### src/rtl/uart_pkg.sv
// uart_pkg: state encoding and oversampling constants shared by the UART receiver and transmitter.
package uart_pkg;
  typedef enum logic [2:0] {IDLE, START, DATA, PARITY, STOP, BREAK} state_t;
  localparam int OVERSAMPLE = 16;
  localparam int TW = $clog2(OVERSAMPLE);
  localparam logic [TW-1:0] MID_SAMPLE = TW'(7);
  localparam logic [TW-1:0] LAST_SAMPLE = TW'(15);
endpackage

### src/rtl/uart_sync_ff.sv
// uart_sync_ff: multi-stage synchronizer for an asynchronous line, resetting to idle-high.
module uart_sync_ff #(
  parameter int STAGES = 2
) (
  input  logic clk,
  input  logic rst,
  input  logic d,
  output logic q
);
  logic [STAGES-1:0] ff;
  always_ff @(posedge clk or posedge rst) begin
    if (rst) ff <= '1;
    else ff <= {ff[STAGES-2:0], d};
  end
  assign q = ff[STAGES-1];
endmodule

### src/rtl/uart_rx_os16.sv
// uart_rx_os16: 16x-oversampled 8N1 UART receiver with framing-error detection.
// Define UART_RX_PARITY_EN to expect a parity bit between data and stop (PARITY_ODD selects odd).
module uart_rx_os16
  import uart_pkg::*;
#(
  parameter int DATA_BITS = 8,
  parameter int SYNC_STAGES = 2,
  parameter int PARITY_ODD = 0
) (
  input  logic                 clk,
  input  logic                 rst,
  input  logic                 tick16,
  input  logic                 rx,
  output logic [DATA_BITS-1:0] rx_data,
  output logic                 rx_valid,
  output logic                 framing_err,
  output logic                 parity_err,
  output logic                 busy
);
  if (DATA_BITS < 5 || DATA_BITS > 8 || SYNC_STAGES < 2 || PARITY_ODD < 0 || PARITY_ODD > 1) begin : g_bad_cfg
    $error("uart_rx_os16: illegal parameter combination");
  end
  localparam logic [3:0] LAST_BIT = 4'(DATA_BITS - 1);
  state_t state, state_n;
  logic [TW-1:0] tcnt, tcnt_n;
  logic [3:0] bcnt, bcnt_n;
  logic [DATA_BITS-1:0] sh, sh_n;
  logic rx_s, valid_n, ferr_n, good;
  uart_sync_ff #(.STAGES(SYNC_STAGES)) u_sync (.clk(clk), .rst(rst), .d(rx), .q(rx_s));
`ifdef UART_RX_PARITY_EN
  localparam logic ODD = 1'(PARITY_ODD);
  localparam state_t AFTER_DATA = PARITY;
  logic perr, perr_n, perr_out_n;
  assign good = !perr;
`else
  localparam state_t AFTER_DATA = STOP;
  assign good = 1'b1;
  assign parity_err = 1'b0;
`endif
  always_comb begin
    state_n = state;
    tcnt_n = tcnt;
    bcnt_n = bcnt;
    sh_n = sh;
    valid_n = 1'b0;
    ferr_n = 1'b0;
`ifdef UART_RX_PARITY_EN
    perr_n = perr;
    perr_out_n = 1'b0;
`endif
    if (tick16) begin
      tcnt_n = tcnt + 1'b1;
      case (state)
        IDLE: begin
          tcnt_n = '0;
          state_n = rx_s ? IDLE : START;
        end
        START: if (tcnt == MID_SAMPLE) begin
          state_n = rx_s ? IDLE : DATA;
          tcnt_n = '0;
          bcnt_n = '0;
`ifdef UART_RX_PARITY_EN
          perr_n = 1'b0;
`endif
        end
        DATA: if (tcnt == LAST_SAMPLE) begin
          sh_n = {rx_s, sh[DATA_BITS-1:1]};
          bcnt_n = (bcnt == LAST_BIT) ? 4'd0 : bcnt + 4'd1;
          state_n = (bcnt == LAST_BIT) ? AFTER_DATA : DATA;
        end
`ifdef UART_RX_PARITY_EN
        PARITY: if (tcnt == LAST_SAMPLE) begin
          perr_n = rx_s ^ (^sh) ^ ODD;
          state_n = STOP;
        end
`endif
        STOP: if (tcnt == LAST_SAMPLE) begin
          state_n = rx_s ? IDLE : BREAK;
          valid_n = rx_s & good;
          ferr_n = !rx_s;
`ifdef UART_RX_PARITY_EN
          perr_out_n = perr;
`endif
        end
        BREAK: state_n = rx_s ? IDLE : BREAK;
        default: state_n = IDLE;
      endcase
    end
  end
  always_ff @(posedge clk or posedge rst) begin
    if (rst) begin
      state <= IDLE;
      tcnt <= '0;
      bcnt <= '0;
      sh <= '0;
      rx_data <= '0;
      rx_valid <= 1'b0;
      framing_err <= 1'b0;
    end else begin
      state <= state_n;
      tcnt <= tcnt_n;
      bcnt <= bcnt_n;
      sh <= sh_n;
      rx_valid <= valid_n;
      framing_err <= ferr_n;
      if (valid_n) rx_data <= sh;
    end
  end
`ifdef UART_RX_PARITY_EN
  always_ff @(posedge clk or posedge rst) begin
    if (rst) begin
      perr <= 1'b0;
      parity_err <= 1'b0;
    end else begin
      perr <= perr_n;
      parity_err <= perr_out_n;
    end
  end
`endif
  assign busy = state != IDLE;
endmodule
### config.mk
export PLATFORM = sky130hd
export DESIGN_NAME = uart_rx_os16
export DESIGN_NICKNAME = d
export VERILOG_FILES = /design/src/rtl/uart_pkg.sv /design/src/rtl/uart_sync_ff.sv /design/src/rtl/uart_rx_os16.sv
export SDC_FILE = /design/constraint.sdc
export NUM_CORES = 1
export LEC_CHECK = 0
export ABC_AREA = 1
export CORE_UTILIZATION = 45
export CTS_CLUSTER_DIAMETER = 50
export DETAILED_ROUTE_END_ITERATION = 16
export MAX_ROUTING_LAYER = met4
export PLACE_DENSITY = 0.69
export SETUP_SLACK_MARGIN = 0.1
export SLEW_MARGIN = 20
export SYNTH_ARGS = -nofsm -noshare
export SYNTH_HDL_FRONTEND = slang
export SYNTH_SLANG_ARGS = --single-unit
### constraint.sdc
create_clock -name clk -period 1.4 [get_ports clk]
set_clock_uncertainty 0.2 [all_clocks]
set_input_delay 0.21 -clock clk [delete_from_list [all_inputs] [get_ports clk]]
set_output_delay 0.21 -clock clk [all_outputs]
set_load 0.03 [all_outputs]
==> results of run 1 <==
worst max-delay path, delay by kind of cell, from the launching register on:
| family | cells | cell delay (ns) |
|---|---|---|
| AO/OA/AOI/OAI | 1 | 0.05 |
| AND/OR/NAND/NOR | 4 | 0.56 |
| buffers and inverters | 2 | 0.21 |
| flip-flops | 1 | 0.43 |
synth_stat cells (all sizes together):
cell type / n / area [µm²]
xnor2: 1 / 8.76
dfrtp: 29 / 726
nand2: 57 / 244
nor4: 1 / 6.26
conb: 1 / 3.75
a21oi: 2 / 10.0
o21ai: 19 / 151
nor2: 17 / 100
dfstp: 2 / 52.6
inv: 21 / 81.3
ha: 2 / 25.0
nand3: 12 / 65.1
or2: 1 / 6.26
nand4: 2 / 12.5
buf: 3 / 30.0
xor2: 1 / 8.76
sequential cells by signal, indices dropped and copies added (netlist names):
| register | cells |
|---|---|
| tcnt | 4 |
| sh | 8 |
| framing_err | 1 |
| u_sync.ff | 2 |
| bcnt | 4 |
| state | 3 |
| rx_data | 8 |
| rx_valid | 1 |
what timing repair did:
action | 4_1_cts | 5_1_grt
resized for setup | 57 | 30
buffers inserted | 7 | 14
pin swaps | 9 | 15
gates cloned | 2 | 0
endpoints found under the setup margin | 40 | 40
where the power goes:
part,switching (mW),internal (mW)
combinational,0.626,0.516
clock,0.319,0.422
sequential,0.0810,0.973
layer usage:
metal / vias up / share of wire / global-route usage
li1: 659 / - / -
met1: 668 / 0.41 / 0.268
met2: 19 / 0.55 / 0.374
met3: 4 / 0.029 / 0.0661
met4: 0 / 0.011 / 0.110
met5: - / 0 / -
final cells by class:
cell class              count  area, µm²
fillers                   194        748
flip-flops and latches     31        778
well taps                  44       55.1
multi-input cells         118        876
repair buffers             54        490
clock buffers               6       51.3
inverters                  21       93.8
clock inverters             2       35.0
stage by stage:
step / area [µm²] / TNS, ns / setup slack, ns
after floorplan: 1570 / -0.236 / -0.0343
after global placement: 1860 / -5.03 / -0.227
after detailed placement: 1860 / -5.46 / -0.256
after CTS: 2160 / -2.70 / -0.138
after global routing: 2380 / -5.26 / -0.216
final: 2380 / -3.35 / -0.151
final timing paths:
check	start	end	slack [ns]	depth (start not counted)
setup / recovery	state[1]$_DFFE_PP0P_	rx_data[4]$_DFFE_PP0P_	-0.15	7
max in group asynchronous	rst	u_sync.ff[0]$_DFF_PP1_	0.76	3
setup reg to reg	state[1]$_DFFE_PP0P_	rx_data[4]$_DFFE_PP0P_	-0.15	7
hold / removal	rst	rx_data[2]$_DFFE_PP0P_	-0.002	3
hold reg to reg	u_sync.ff[0]$_DFF_PP1_	u_sync.ff[1]$_DFF_PP1_	0.16	0
min in group clk	rx	u_sync.ff[0]$_DFF_PP1_	0.07	1
logic make-up after synthesis:
group	synth area share
AND/OR/NAND/NOR	0.284
flip-flops	0.508
buffers and inverters	0.0727
AO/OA/AOI/OAI	0.105
XOR/XNOR	0.0114
adder cells (fa/ha/maj)	0.0163
other	0.00245
==> flow_summary.yaml, run 1 <==
cts:
  clk_latency_ns: 0.34
  cts_root_buffer: "clkbuf_4"
  clock_tree.htree_level_count: 2
  cts_hold_buffers: 0
  cts_made_buffers: 5
  clkSlewWorstSetupHoldPaths_ns: 0.10
  cts_tree: "yes"
  clock_tree.buffer_depth: 2
  clock_sinks: 31
final_layout:
  commonest_non_fill_non_tap_cells_in_the_layout: "buf_4, nand2_1, dfrtp_1"
  areaGrowthSynthToFinish_pct: 55.4
  layout.core_utilization: 0.761
  mostFrequentLayoutCell: "buf_4"
  design.final.nets: 237
  finish.cell_count_without_fillers: 276
  insertedDiodeCount: 0
  post_route_cells_drive_above_1_share: 0.560
grt:
  grt_antenna_before_repair: 0
  first_pass_grt_wire_length_um: 5840
  first_global_vias: 1279
  gr-usage-all-layers: 0.233
  grt_start_max_net_pins: 32
  grt-ovfl-total: 0
setup_path:
  crit_arrival_ns: 1.59
  worst-setup-path-type: "reg2reg"
  worst_path_largest_cell_delay_ns: 0.43
  required_ns: 1.44
  timing.critical_path.slowest_stage_cell: "dfrtp_1"
  critPathMaxFanout: 8
  setup.worst_path.start_class: "register"
  end_kind: "register"
  worstPathCellList: "buf_6 -> inv_6 -> nand3_4 -> nor2_4 -> nand2_8 -> nand2_2 -> o21ai_2"
place:
  place_congestion: 0.927
  dp.final_hpwl_um: 2160
  place.detailed.instances: 245
  placement.io_buffers: 14
synthesis:
  ys_warnings: 0
  postSynthNetCount: 177
  synth.avg_cell_area_um2: 8.96
  netlist_area_um2: 1530
  synth_cell_types: 26
  yosys_register_bits: 31
  ys_seq_area_frac: 0.508
  synthesis.instances: 171
floorplan:
  fp.coreArea_um2: 3130
  fp-row-count: 20
  num_io_pins: 16
  design.die.area_um2: 3640
  die_width_um: 60.3
  initial_utilization: 0.490
  die_h_um: 60.3
power:
  static-leakage-power_nw: 1.14
  power-per-cell-area_nw_per_um2: 1230
  report.power.total_mw: 2.94
  max-vdd-ir-drop_mv: 0.822
outcome:
  run_status: "complete, but fails checks"
  violations: "negative hold slack, negative setup slack"
flow_run:
  drv.max_cap_violation_count: 0
routing:
  drtIter0Drc: 39
  drc: 0
  drt-pass1-iter-count: 4
  drt_wl_total_um: 3840
  route.antenna.remaining_nets: 0
  via_per_inst: 4.89
  wl_per_cell_um: 13.9
  vias: 1350
timing:
  rsz0062_at_grt: "true"
  clock.fmax_mhz: 645
  timing_hold_violations_final: 4
  final-setup-viol-count: 29
  slew_viol_final: 0
  fin_crit_ns: 1.55
  finalHoldWorstSlack_ns: -0.00184
  setup_slack_ns: -0.151
  min_period_over_period: 1.11
min_path:
  min_path_type: "in2async"
Note: power is estimated with default switching activity, not from simulation.
==> run 2: changes to the inputs <==
--- a/config.mk
+++ b/config.mk
@@ -10,7 +10,7 @@
 export CTS_CLUSTER_DIAMETER = 50
 export DETAILED_ROUTE_END_ITERATION = 16
 export MAX_ROUTING_LAYER = met4
-export PLACE_DENSITY = 0.69
+export PLACE_DENSITY = 0.68
 export SETUP_SLACK_MARGIN = 0.1
 export SLEW_MARGIN = 20
 export SYNTH_ARGS = -nofsm -noshare
==> run 2 against run 1 <==
The run ends with negative setup slack left. Worst setup slack better by 0.0089 ns. Highest routed layer unchanged. Non-clock buffer count is 6 lower. Critical path depth is 4 lower. Sequential share of layout area is 0.17 points higher.
==> flow_summary.yaml, run 2 (same netlist as run 1, synthesis figures left out) <==
power:
  max-vdd-ir-drop_mv: 0.782
  switching_share: 0.353
  part_of_the_power_in_registers: 0.350
  share_comb_of_total_power: 0.403
  fraction_of_power_consumed_by_the_clock_network: 0.247
  netSwitchingPower_mw: 1.06
  power-per-cell-area_nw_per_um2: 1260
  static-leakage-power_nw: 1.11
  p_int_mw: 1.94
  report.power.total_mw: 2.99
floorplan:
  num_io_pins: 16
  fp-row-count: 20
  die_width_um: 60.3
  design.die.area_um2: 3640
  fp.coreArea_um2: 3130
  initial_utilization: 0.490
  die_h_um: 60.3
routing:
  drtIter0Drc: 77
  drt_wl_total_um: 3900
  vias: 1361
  wl_per_cell_um: 14.4
  drt-pass1-iter-count: 4
  drc: 0
  via_per_inst: 5.04
  route.antenna.remaining_nets: 0
setup_path:
  worst-setup-path-type: "reg2out"
  setup.worst_path.start_class: "register"
  crit_arrival_ns: 1.13
  required_ns: 0.99
  critPathMaxFanout: 2
  end_kind: "output port"
timing:
  slew_viol_final: 0
  fin_crit_ns: 1.54
  rsz0062_at_grt: "true"
  timing_hold_violations_final: 0
  setup_slack_ns: -0.142
  clock.fmax_mhz: 649
  final-setup-viol-count: 27
  min_period_over_period: 1.10
cts:
  clk_latency_ns: 0.34
  cts_tree: "yes"
  clock_tree.buffer_depth: 2
  clock_sinks: 31
  cts_made_buffers: 5
  clkSlewWorstSetupHoldPaths_ns: 0.11
  cts_root_buffer: "clkbuf_4"
  clock_tree.htree_level_count: 2
final_layout:
  insertedDiodeCount: 0
  multi_input_gate_area_in_the_final_layout_um2: 887
  areaGrowthSynthToFinish_pct: 54.6
  largestRegisters: "rx_data x8, sh x8"
  n_fill_cell: 188
  sequential_cell_area_um2: 778
  commonest_non_fill_non_tap_cells_in_the_layout: "nand2_1, dfrtp_1, buf_4"
  post_route_cells_drive_above_1_share: 0.566
  design.final.nets: 231
place:
  place_congestion: 0.864
  placement.io_buffers: 14
  pre_cts_slack_ns: -0.259
  dp.final_hpwl_um: 2060
grt:
  first_pass_grt_wire_length_um: 5430
  first_global_vias: 1309
  grt-ovfl-total: 0
  grt_antenna_before_repair: 0
  gr-usage-all-layers: 0.213
  grt_start_max_net_pins: 32
min_path:
  min_path_type: "in2async"
outcome:
  violations: "negative setup slack"
  run_status: "complete, but fails checks"
flow_run:
  drv.max_cap_violation_count: 0
run 2: cell type report:
type                            instances  share of cell area
Timing Repair Buffer                   48               0.198
Inverter                               21              0.0386
Multi-Input combinational cell        118               0.375
Tap cell                               44              0.0233
Clock buffer                            6              0.0217
Sequential cell                        31               0.329
Clock inverter                          2              0.0148
run 2: timing repair:
| item | 4_1_cts | 5_1_grt |
|---|---|---|
| hold buffers | 0 | 0 |
| setup buffers | 7 | 7 |
| resized for setup | 38 | 47 |
| setup endpoints to repair | 39 | 40 |
| gates cloned | 2 | 0 |
| pin swaps | 13 | 27 |
run 2: stage by stage:
stage	utilization	cells	cell area, µm²	hold WS (ns)	TNS, ns
floorplan	-	171	1570	0.0145	-0.236
global placement	0.598	246	1870	0.147	-4.99
detailed placement	0.598	246	1870	0.152	-5.81
CTS	0.680	263	2130	0.0170	-2.22
global route	0.757	270	2370	0.0346	-4.81
finish	0.757	270	2370	0.00836	-3.10
run 2: final timing paths:
kind | start | endpoint | slack [ns] | depth (start not counted)
hold / removal | rst | rx_data[1]$_DFFE_PP0P_ | 0.008 | 3
hold reg to reg | u_sync.ff[0]$_DFF_PP1_ | u_sync.ff[1]$_DFF_PP1_ | 0.16 | 0
min in group clk | rx | u_sync.ff[0]$_DFF_PP1_ | 0.08 | 1
setup reg to reg | state[0]$_DFFE_PP0P_ | bcnt[1]$_DFFE_PP0P_ | -0.14 | 9
max in group asynchronous | rst | u_sync.ff[0]$_DFF_PP1_ | 0.72 | 3
setup / recovery | state[2]$_DFFE_PP0P_ | busy | -0.14 | 3
run 2: worst max-delay path: stages (launching register included):
cell and delay (ns):
dfrtp_1 0.41, nor2_2 0.16, nand2_2 0.09, buf_6 0.14
run 2: power groups by stage:
stage | logic (mW) | clock network [mW] | registers, mW
after CTS | 0.912 | 0.749 | 1.04
after floorplan | 0.428 | 0 | 1.07
final | 1.21 | 0.738 | 1.05
after detailed placement | 0.801 | 0 | 1.06
after global placement | 0.783 | 0 | 1.05
after global routing | 1.29 | 0.792 | 1.06
run 2: metal layers:
layer | vias up | global-route usage | part of all wire
li1 | 646 | - | -
met1 | 674 | 0.237 | 0.41
met2 | 28 | 0.363 | 0.54
met3 | 13 | 0.0469 | 0.033
met4 | 0 | 0.0997 | 0.019
met5 | - | - | 0
==> patch: new RTL, config.mk and constraints of run 2 <==
The 6 states of `state_t` get a one-hot encoding in 6 bits.
--- a/src/rtl/uart_pkg.sv
+++ b/src/rtl/uart_pkg.sv
@@ -1,6 +1,6 @@
 // uart_pkg: state encoding and oversampling constants shared by the UART receiver and transmitter.
 package uart_pkg;
-  typedef enum logic [2:0] {IDLE, START, DATA, PARITY, STOP, BREAK} state_t;
+  typedef enum logic [5:0] {IDLE = 6'b000001, START = 6'b000010, DATA = 6'b000100, PARITY = 6'b001000, STOP = 6'b010000, BREAK = 6'b100000} state_t;
   localparam int OVERSAMPLE = 16;
   localparam int TW = $clog2(OVERSAMPLE);
   localparam logic [TW-1:0] MID_SAMPLE = TW'(7);
Behaviour: no difference found for any inputs over 10 cycles, from zero or initial values and one cycle with rst high; not proved beyond that.
==> patch against run 2 <==
- the flow finishes with violations (negative hold slack, negative setup slack)
- cell count increased by 11%
- sequential cell count rose by 2
- power increased by 28%
- worst setup slack worse by 0.15 ns
- routed wire length increased by 18%
- design area up 8.1%
- sequential power is 13% higher
- synthesized area grew 6.5%
- count of clock-buffer cells in the layout shrank 1
- critical path type is now register to register
==> patch: results (changes against run 2) <==
Detailed routing
  – Vias per cell: 5.06 (was 5.04)
  – DRT iter0 DRCs: 59 (was 77)
  – Metal3 WL: 128 um (was 127 um)
  – WL met1: 1970 um (was 1610 um)
  – WL met2: 2390 um (was 2090 um)
  – DR WL/cell: 15.2 um (was 14.4 um)

Run status
  – Outcome: complete, but fails checks (unchanged)
  – Failing checks: negative hold slack, negative setup slack (was negative setup slack)

Yosys
  – Syn_area_per_cell: 8.63 um^2 (was 8.96 um^2)
  – Post-synth top cells: 58 x nand2_1, 30 x dfrtp_1, 22 x inv_1 (was 49 x nand2_1, 29 x dfrtp_1, 18 x inv_1)
  – Synth Area in Compound Gates: 8.75% (was 10.5%)
  – Top cells by area, synth: dfrtp_1 46%, nand2_1 13%, inv_1 5.1% (was dfrtp_1 47%, nand2_1 12%, o21ai_2 8.6%)
  – Sequential-to-total area share from yosys stat: 50.9% (was 50.8%)
  – Synth cell types: 29 (was 26)
  – Xor and xnor area share after synthesis: 1.61% (was 1.14%)
  – Post-synthesis adder-cell area fraction: 1.53% (was 1.63%)
  – Post-synthesis net count: 195 (was 177)

Power
  – Max IR drop VDD: 1.09 mV (was 0.782 mV)
  – Seq pwr share: 31.1% (was 35.0%)
  – Pleak: 1.24 nW (was 1.11 nW)
  – P_int: 0.00238 W (was 0.00194 W)
  – Power Total: 0.00383 W (was 0.00299 W)
  – Power in the clock group: 0.000907 W (was 0.000738 W)

Setup path
  – Critical path's largest stage delay: 0.47 ns (was 0.41 ns)
  – CP max stage cell: dfrtp_2 (was dfrtp_1)
  – R2R cell count: 7 (was 9)
  – Max FO, Critical Path: 8 (was 2)
  – Data arrival, critical path: 1.78 ns (was 1.13 ns)
  – Crit path launch: state[1] (was state[2])
  – CP Capture Point: rx_data[6] (was busy)

Timing
  – Fin. Hold Viols: 4 (was 0)
  – Worst hold margin: -0.00107 ns (was 0.00836 ns)
  – Setup TNS: -6.74 ns (was -3.10 ns)
  – Setup ws final: -0.288 ns (was -0.142 ns)
  – Final setup violation count: 32 (was 27)

Final layout
  – Non-Filler Instances: 301 (was 270)
  – Top Registers: rx_data x8, sh x8, state x5 (was rx_data x8, sh x8)
  – Fillers: 225 (was 188)
  – Share of cells above drive strength 1: 52.2% (was 56.6%)
  – Final Net Count: 260 (was 231)

Placed design
  – Worst slack, placed: -0.335 ns (was -0.259 ns)
  – Dpl cell area: 2050 um^2 (was 1870 um^2)
  – Placed insts: 269 (was 246)
  – GPL Wtd Cong: 0.920 (was 0.864)

GRT
  – Met1 GRT Util: 29.0% (was 23.7%)
  – Met3 usage: 6.80% (was 4.69%)
  – Total Routing Usage GR: 24.7% (was 21.3%)
  – Met2 Use GR: 40.7% (was 36.3%)
## patch: layout make-up
cell class	count	area, um^2	area share, %
Sequential cell	33	833	32.6
Clock buffer	5	37.5	1.47
Inverter	24	97.6	3.81
Clock inverter	3	65.1	2.54
Timing Repair Buffer	59	547	21.4
Tap cell	46	57.6	2.25
Multi-Input combinational cell	131	922	36.0
## patch: cells by family (layout without fill, tap and decap cells)
group                      Yosys count  in the layout
DFF                                 33             33
xor gates and xnor gates             3              3
buffers and inverters               27             91
AOI/OAI and AO/OA                   23             23
adders and majority gates            2              2
other                                1              1
and+or+nand+nor                     99            101
muxes                                1              1
## patch: what timing repair did
action | 4_1_cts | 5_1_grt
hold endpoints to repair | 0 | 0
gates cloned | 2 | 0
endpoints found under the setup margin | 42 | 42
buffers inserted | 17 | 5
pin swaps | 20 | 13
gates resized for setup | 55 | 28
## patch: critical path, delay by kind of cell (launching register included)
family / cells / cell delay [ns]
AND/OR/NAND/NOR: 5 / 0.71
buffers and inverters: 2 / 0.25
flip-flops: 1 / 0.47
